### config.mk
export PLATFORM = sky130hd
export DESIGN_NAME = axis_radix2_divider
export DESIGN_NICKNAME = d
export VERILOG_FILES = /design/src/rtl/axis_radix2_divider.sv
export SDC_FILE = /design/constraint.sdc
export NUM_CORES = 1
export LEC_CHECK = 0
export ABC_AREA = 1
export CAP_MARGIN = 40
export CORE_MARGIN = 10
export CORE_UTILIZATION = 50
export DETAILED_ROUTE_END_ITERATION = 16
export PLACE_DENSITY_LB_ADDON = 0.08
export SLEW_MARGIN = 5
export SYNTH_ARGS = -nofsm -noshare
export SYNTH_HDL_FRONTEND = slang
export SYNTH_SLANG_ARGS = --single-unit
### constraint.sdc
create_clock -name clk -period 4 [get_ports clk]
set_input_delay 1.2 -clock clk [delete_from_list [all_inputs] [get_ports clk]]
set_output_delay 1.2 -clock clk [all_outputs]
set_load 0.05 [all_outputs]
### src/rtl/axis_radix2_divider.sv
`default_nettype none
// ============================================================================
// Module   : axis_radix2_divider
// Brief    : AXI-Stream unsigned restoring radix-2 divider, one quotient bit
//            per clock, fixed WIDTH+1 cycle latency after the last operand.
// Revision : 1.0 - initial release
// ============================================================================
module axis_radix2_divider #(
    parameter int WIDTH = 32
) (
    input  logic               clk,
    input  logic               sclr,
    input  logic               s_axis_divisor_tvalid,
    output logic               s_axis_divisor_tready,
    input  logic [WIDTH-1:0]   s_axis_divisor_tdata,
    input  logic               s_axis_dividend_tvalid,
    output logic               s_axis_dividend_tready,
    input  logic [WIDTH-1:0]   s_axis_dividend_tdata,
    output logic               m_axis_dout_tvalid,
    output logic [2*WIDTH-1:0] m_axis_dout_tdata
);

    localparam int c_cnt_w = (WIDTH > 1) ? $clog2(WIDTH) : 1;
    localparam logic [c_cnt_w-1:0] c_last_iter = c_cnt_w'(WIDTH - 1);

    typedef enum logic [1:0] {
        S_IDLE = 2'd0,
        S_BUSY = 2'd1,
        S_DONE = 2'd2
    } state_t;

    state_t               r_state;
    state_t               w_next_state;
    logic                 r_div_cap;
    logic                 r_dvd_cap;
    logic [c_cnt_w-1:0]   r_cnt;
    logic [WIDTH-1:0]     r_rem;
    logic [WIDTH-1:0]     r_quo;
    logic [WIDTH-1:0]     r_dsr;
    logic                 r_dout_valid;
    logic [2*WIDTH-1:0]   r_dout_data;

    logic                 w_div_fire;
    logic                 w_dvd_fire;
    logic                 w_both_held;
    logic [WIDTH:0]       w_shift;
    logic [WIDTH:0]       w_trial;
    logic                 w_ge;
    logic [WIDTH-1:0]     w_rem_next;
    logic [WIDTH-1:0]     w_quo_next;

    assign s_axis_divisor_tready  = (r_state == S_IDLE) && !r_div_cap && !sclr;
    assign s_axis_dividend_tready = (r_state == S_IDLE) && !r_dvd_cap && !sclr;

    assign w_div_fire  = s_axis_divisor_tvalid  && s_axis_divisor_tready;
    assign w_dvd_fire  = s_axis_dividend_tvalid && s_axis_dividend_tready;
    assign w_both_held = (r_div_cap || w_div_fire) && (r_dvd_cap || w_dvd_fire);

    // Partial remainder gains the next dividend bit; sign of the trial decides the quotient bit.
    assign w_shift    = {r_rem, r_quo[WIDTH-1]};
    assign w_trial    = w_shift - {1'b0, r_dsr};
    assign w_ge       = (w_shift >= {1'b0, r_dsr});
    assign w_rem_next = w_ge ? w_trial[WIDTH-1:0] : w_shift[WIDTH-1:0];
    assign w_quo_next = {r_quo[WIDTH-2:0], w_ge};

    always_ff @(posedge clk) begin
        if (sclr) begin
            r_state <= S_IDLE;
        end else begin
            r_state <= w_next_state;
        end
    end

    always_comb begin
        w_next_state = r_state;
        case (r_state)
            S_IDLE:  if (w_both_held) w_next_state = S_BUSY;
            S_BUSY:  if (r_cnt == c_last_iter) w_next_state = S_DONE;
            S_DONE:  w_next_state = S_IDLE;
            default: w_next_state = S_IDLE;
        endcase
    end

    always_ff @(posedge clk) begin
        if (sclr) begin
            r_div_cap    <= 1'b0;
            r_dvd_cap    <= 1'b0;
            r_cnt        <= '0;
            r_rem        <= '0;
            r_quo        <= '0;
            r_dsr        <= '0;
            r_dout_valid <= 1'b0;
            r_dout_data  <= '0;
        end else begin
            r_dout_valid <= 1'b0;
            case (r_state)
                S_IDLE: begin
                    // Operands land directly in the working registers and are held there.
                    if (w_div_fire) begin
                        r_dsr     <= s_axis_divisor_tdata;
                        r_div_cap <= 1'b1;
                    end
                    if (w_dvd_fire) begin
                        r_quo     <= s_axis_dividend_tdata;
                        r_dvd_cap <= 1'b1;
                    end
                    if (w_both_held) begin
                        r_rem <= '0;
                        r_cnt <= '0;
                    end
                end
                S_BUSY: begin
                    r_rem <= w_rem_next;
                    r_quo <= w_quo_next;
                    r_cnt <= r_cnt + 1'b1;
                    if (r_cnt == c_last_iter) begin
                        r_dout_valid <= 1'b1;
                        r_dout_data  <= {w_quo_next, w_rem_next};
                    end
                end
                S_DONE: begin
                    r_div_cap <= 1'b0;
                    r_dvd_cap <= 1'b0;
                end
                default: begin
                    r_div_cap <= 1'b0;
                    r_dvd_cap <= 1'b0;
                end
            endcase
        end
    end

    assign m_axis_dout_tvalid = r_dout_valid;
    assign m_axis_dout_tdata  = r_dout_data;

endmodule
`default_nettype wire

* After elaboration in Yosys (flattened, before gate mapping)
Index checks and enable logic that the tools add are counted.
** Word-level totals
- Flip-flop bits (word level) :: 170
- Output and inout bits :: 67
- Word-level logic and storage cells :: 56
- Input port bits :: 68
** Cells by class
- Equality and inequality tests :: 6
- $lt $le $gt $ge :: 1
- Bitwise logic cells :: 1
- Add/sub/neg operators :: 2
- Reduce and logical (&&, ||, !) cells :: 22
- Muxes and demuxes :: 15
** Operators by type and width (number)
- 32-bit one-hot mux with 2 select lines :: 2
- 32-bit two-way mux :: 3
- 33-bit by 32-bit greater-or-equal comparator with 1-bit output :: 1
- 32-bit subtractor :: 1
- 2-bit AND reduction :: 7
- 5-bit one-hot mux with 2 select lines :: 1
- 2-bit inequality test (second input constant) :: 4
- 1-bit logical AND :: 7
- 5-bit by 1-bit adder with 5-bit output (second input constant) :: 1
- 5-bit == test (second input constant) :: 1
- 5-bit two-way mux :: 1
- 2-bit two-way mux :: 2
- 1-bit one-hot mux with 2 select lines :: 2
- 2-bit one-hot mux with 2 select lines :: 1
- 1-bit zero test :: 3
- 1-bit two-way mux :: 3
- 2-bit by 1-bit == test with 1-bit output (second input constant) :: 1
- 2-bit zero test :: 1
- 1-bit logical OR :: 2
- 2-bit nonzero test :: 1
- 2-bit OR reduction :: 1
- 1-bit NOT :: 1

* Longest topological paths before layout
- Depth after elaboration :: 8
- Depth in mapped cells :: 18
- Depth with buffers taken out :: 18

* Worst setup path after synthesis
OpenSTA, ideal clock, no wires.
- Path type :: input -> output
- From :: in sclr
- To :: out s_axis_dividend_tready
- Required time :: 2.800 ns
- Buffers on the path :: 0
- Slack :: 0.767 ns
- Stages :: 3
- Arrival :: 2.033 ns
- Cell sequence :: inv_2 > nand2_1 > nor2_1
** Between the ends
- Word-level cells in the longest chain between the ends :: 2
** Ends and longest elaborated chain
- start: declaration :: line 12 : input logic sclr,
- 1-bit zero test :: line 53 : assign s_axis_dividend_tready = (r_state == S_IDLE) && !r_dvd_cap && !sclr;
- 1-bit logical AND :: line 53
- end: declaration :: line 17 : output logic s_axis_dividend_tready,
No other way between the ends.

* Worst setup path after layout
Same ends and word-level chain as after synthesis.

==> run metrics <==
die area=0.0244 mm2; Clock Tree Root=clkbuf_16; Max Clock Skew=0.0117 ns; Initial Utilization=0.512; 1st-pass router iterations=6; Cell Rows=49; vias in the first global route=~8.8k; Synth Area per Inst=6.49 um2; Final period util=0.852; filler-free cell count of the finished design=1771; Area Overhead vs Synth=22.4%; number of flops mapped to enable cells by yosys=0; Seq/Total Area, Yosys=0.367; global-route usage over all layers=0.213; f_max=0.293 GHz; Yosys top cell by area=dfxtp_1; Core ar.=roughly 0.018 mm2; DR vias/cell=5.03; worst endpoint required time=2.80 ns; Worst path max stage delay=0.43 ns; WP buf/inv=3; die height=around 160 um; Die Wd=156 um; Hold/Removal Path Class=register to register; antenna violations before repair=0; Slew @ Worst Pin=0.688 ns; top cells by count, synth=nand2_1, inv_1, dfxtp_1; clock-pin slew on the worst setup and hold paths=about 0.070 ns; Gates resized, CTS repair=0; final instance area=0.0113 mm2; Critical-path top delay cell=clkdlybuf4s50_1; count leader, synth=nand2_1; Synth area leaders=dfxtp_1, nand2_1, inv_1; post-synthesis async set-or-reset flop share=0; arrival time worst endpoint=approximately 2.2 ns; Overflow after GRT=0; Synth top area share=0.367; Final Hold Fails=0; Synth Cell Area=just over 0.009 mm2; Num CTS Buffers=17; Antenna diodes=0; Final setup viols=0; nets=1632; Final Util=0.627; Port Buf Inserts=roughly 130; Unique masters post-synth=34; detailed placement HPWL=18100 um; clock sink count=170; Worst slew margin=0.540; VDD IR-drop max=~0.3 mV; final WL=25500 um; setup TNS after final layout=0 ns; clock buffer depth=2; PD cells=396 mW/mm2; largest net degree at the start of global routing=76; Slew Limit Fails=0; RSZ-0062 raised after global routing=false; yosys warns=0; CP Cell Sequence=clkdlybuf4s50_1 > clkinv_2 > nand2_1 > nor2_1 > buf_4; DR DRC count=0; DR vias=8910; Post-CTS Setup Repair Bufs=0; ys flop type=dfxtp_1; outcome=finished clean; hold buffer count at CTS=0; Placer Congestion=a little over 0.9; share of cells above drive strength 1=0.0435; placed cells=~1.7k; CP Launch Type=input pin; syn_nets=1531; Crit Path Category=input pin to output pin; first-pass GRT wire length=roughly 43000 um; IO Pins=135; FF+latch count, synth=170; Post-DRT Antenna Nets=0; htree depth=4; initial drt markers=around 460; latest clock arrival within the worst-skew pair=0.44 ns; Syn Inst Count=1428; Max-Cap Viols=0; crit path capture type=output pin; Top Family by Delay on Critical Path=buffers and inverters; Post-DP Area=between 0.01 and 0.015 mm2; Leak=roughly 5.5 nW; drt wl/cell=14.4 um; TritonCTS clock tree=done; Tmin final=3.41 ns; peak fanout along the critical path=3
==> through the flow <==
stage	setup WS [ns]	power [mW]	hold WS, ns
2_1_floorplan	0.767	2.54	0.433
3_3_place_gp	0.632	2.81	0.448
3_5_place_dp	0.609	2.81	0.447
4_1_cts	0.601	4.52	0.461
5_1_grt	0.563	4.74	0.489
6_report	0.593	4.49	0.459
==> metal layers <==
layer  GRT usage  vias to the layer above  routed length, um
li1            -                     4710                  -
met1       0.261                     3984              11600
met2       0.358                      198              11800
met3      0.0637                       18               1730
met4      0.0553                        0                294
met5           0                        -                  0
==> worst reg2reg max path: stages (launching register included) <==
cell and delay [ns]:
dfxtp_1 0.31, inv_1 0.06, ha_1 0.36, nand2_1 0.15
nor2_2 0.20, nand2_1 0.11, nor2_2 0.16, nand2_1 0.08
nand3_2 0.08, a21oi_4 0.06, nand2_4 0.31, nand3_1 0.23
nand2_1 0.11, nand2_1 0.05, nand2_1 0.07, inv_1 0.03
==> final timing paths <==
check / endpoint / cells past startpoint / from / slack (ns)
worst min-delay path: r_dsr[31]$_SDFFE_PP0P_ / 2 / r_dsr[31]$_SDFFE_PP0P_ / 0.46
worst max-delay path: s_axis_dividend_tready / 5 / sclr / 0.59
worst min register to register: r_dsr[31]$_SDFFE_PP0P_ / 2 / r_dsr[31]$_SDFFE_PP0P_ / 0.46
worst max register to register: m_axis_dout_tdata[21]$_SDFFE_PP0P_ / 15 / r_dsr[21]$_SDFFE_PP0P_ / 1.53
==> final cells by class <==
class | instances | area, um2
clock buffer | 18 | 439
clock inverter | 14 | 174
fill | 1703 | 6740
inverter | 201 | 756
multi-input combinational | 992 | 4830
sequential | 170 | 3400
tap | 229 | 287
timing repair buffer | 147 | 1450
==> state kept, by name, summed over array words and instances (netlist names) <==
signal / cells
r_div_cap: 1
r_cnt: 5
r_state: 2
m_axis_dout_tdata: 64
r_quo: 32
r_dvd_cap: 1
m_axis_dout_tvalid: 1
r_rem: 32
r_dsr: 32
==> power breakdown <==
group,switching [mW],internal [mW],total [mW],leakage [nW]
registers,0.0442,1.77,1.81,1.38
logic,0.644,0.326,0.970,3.81
clock network,0.801,0.912,1.71,0.293
==> cells in the final DEF (no fill, tap or decap), types with 2 or more instances in the layout <==
| master | n |
|---|---|
| clkinv_8 | 3 |
| nor3_1 | 9 |
| nand4_1 | 7 |
| inv_2 | 4 |
| nand3_1 | 99 |
| o21bai_1 | 24 |
| o21a_1 | 9 |
| inv_8 | 4 |
| nand2_2 | 4 |
| clkbuf_16 | 17 |
| nor2_2 | 6 |
| clkinvlp_4 | 2 |
| ha_1 | 34 |
| a21o_1 | 3 |
| xor2_1 | 14 |
| o21ai_0 | 94 |
| buf_4 | 14 |
| inv_1 | 195 |
| clkdlybuf4s50_1 | 132 |
| nand2_1 | 497 |
| dfxtp_1 | 170 |
| a31oi_1 | 32 |
| nand3b_1 | 9 |
| a21oi_1 | 89 |
| clkinv_4 | 2 |
| inv_6 | 2 |
| nor2_1 | 48 |
| and2_1 | 5 |
==> logic make-up after synthesis <==
kind of cell,Yosys count,synth area share
compound gates,253,0.152
buf+inv,266,0.112
fa+ha+maj,35,0.0481
flops,170,0.367
simple gates,690,0.307
xor+xnor,14,0.0132
No activity file was read; power rests on OpenSTA's default activity.
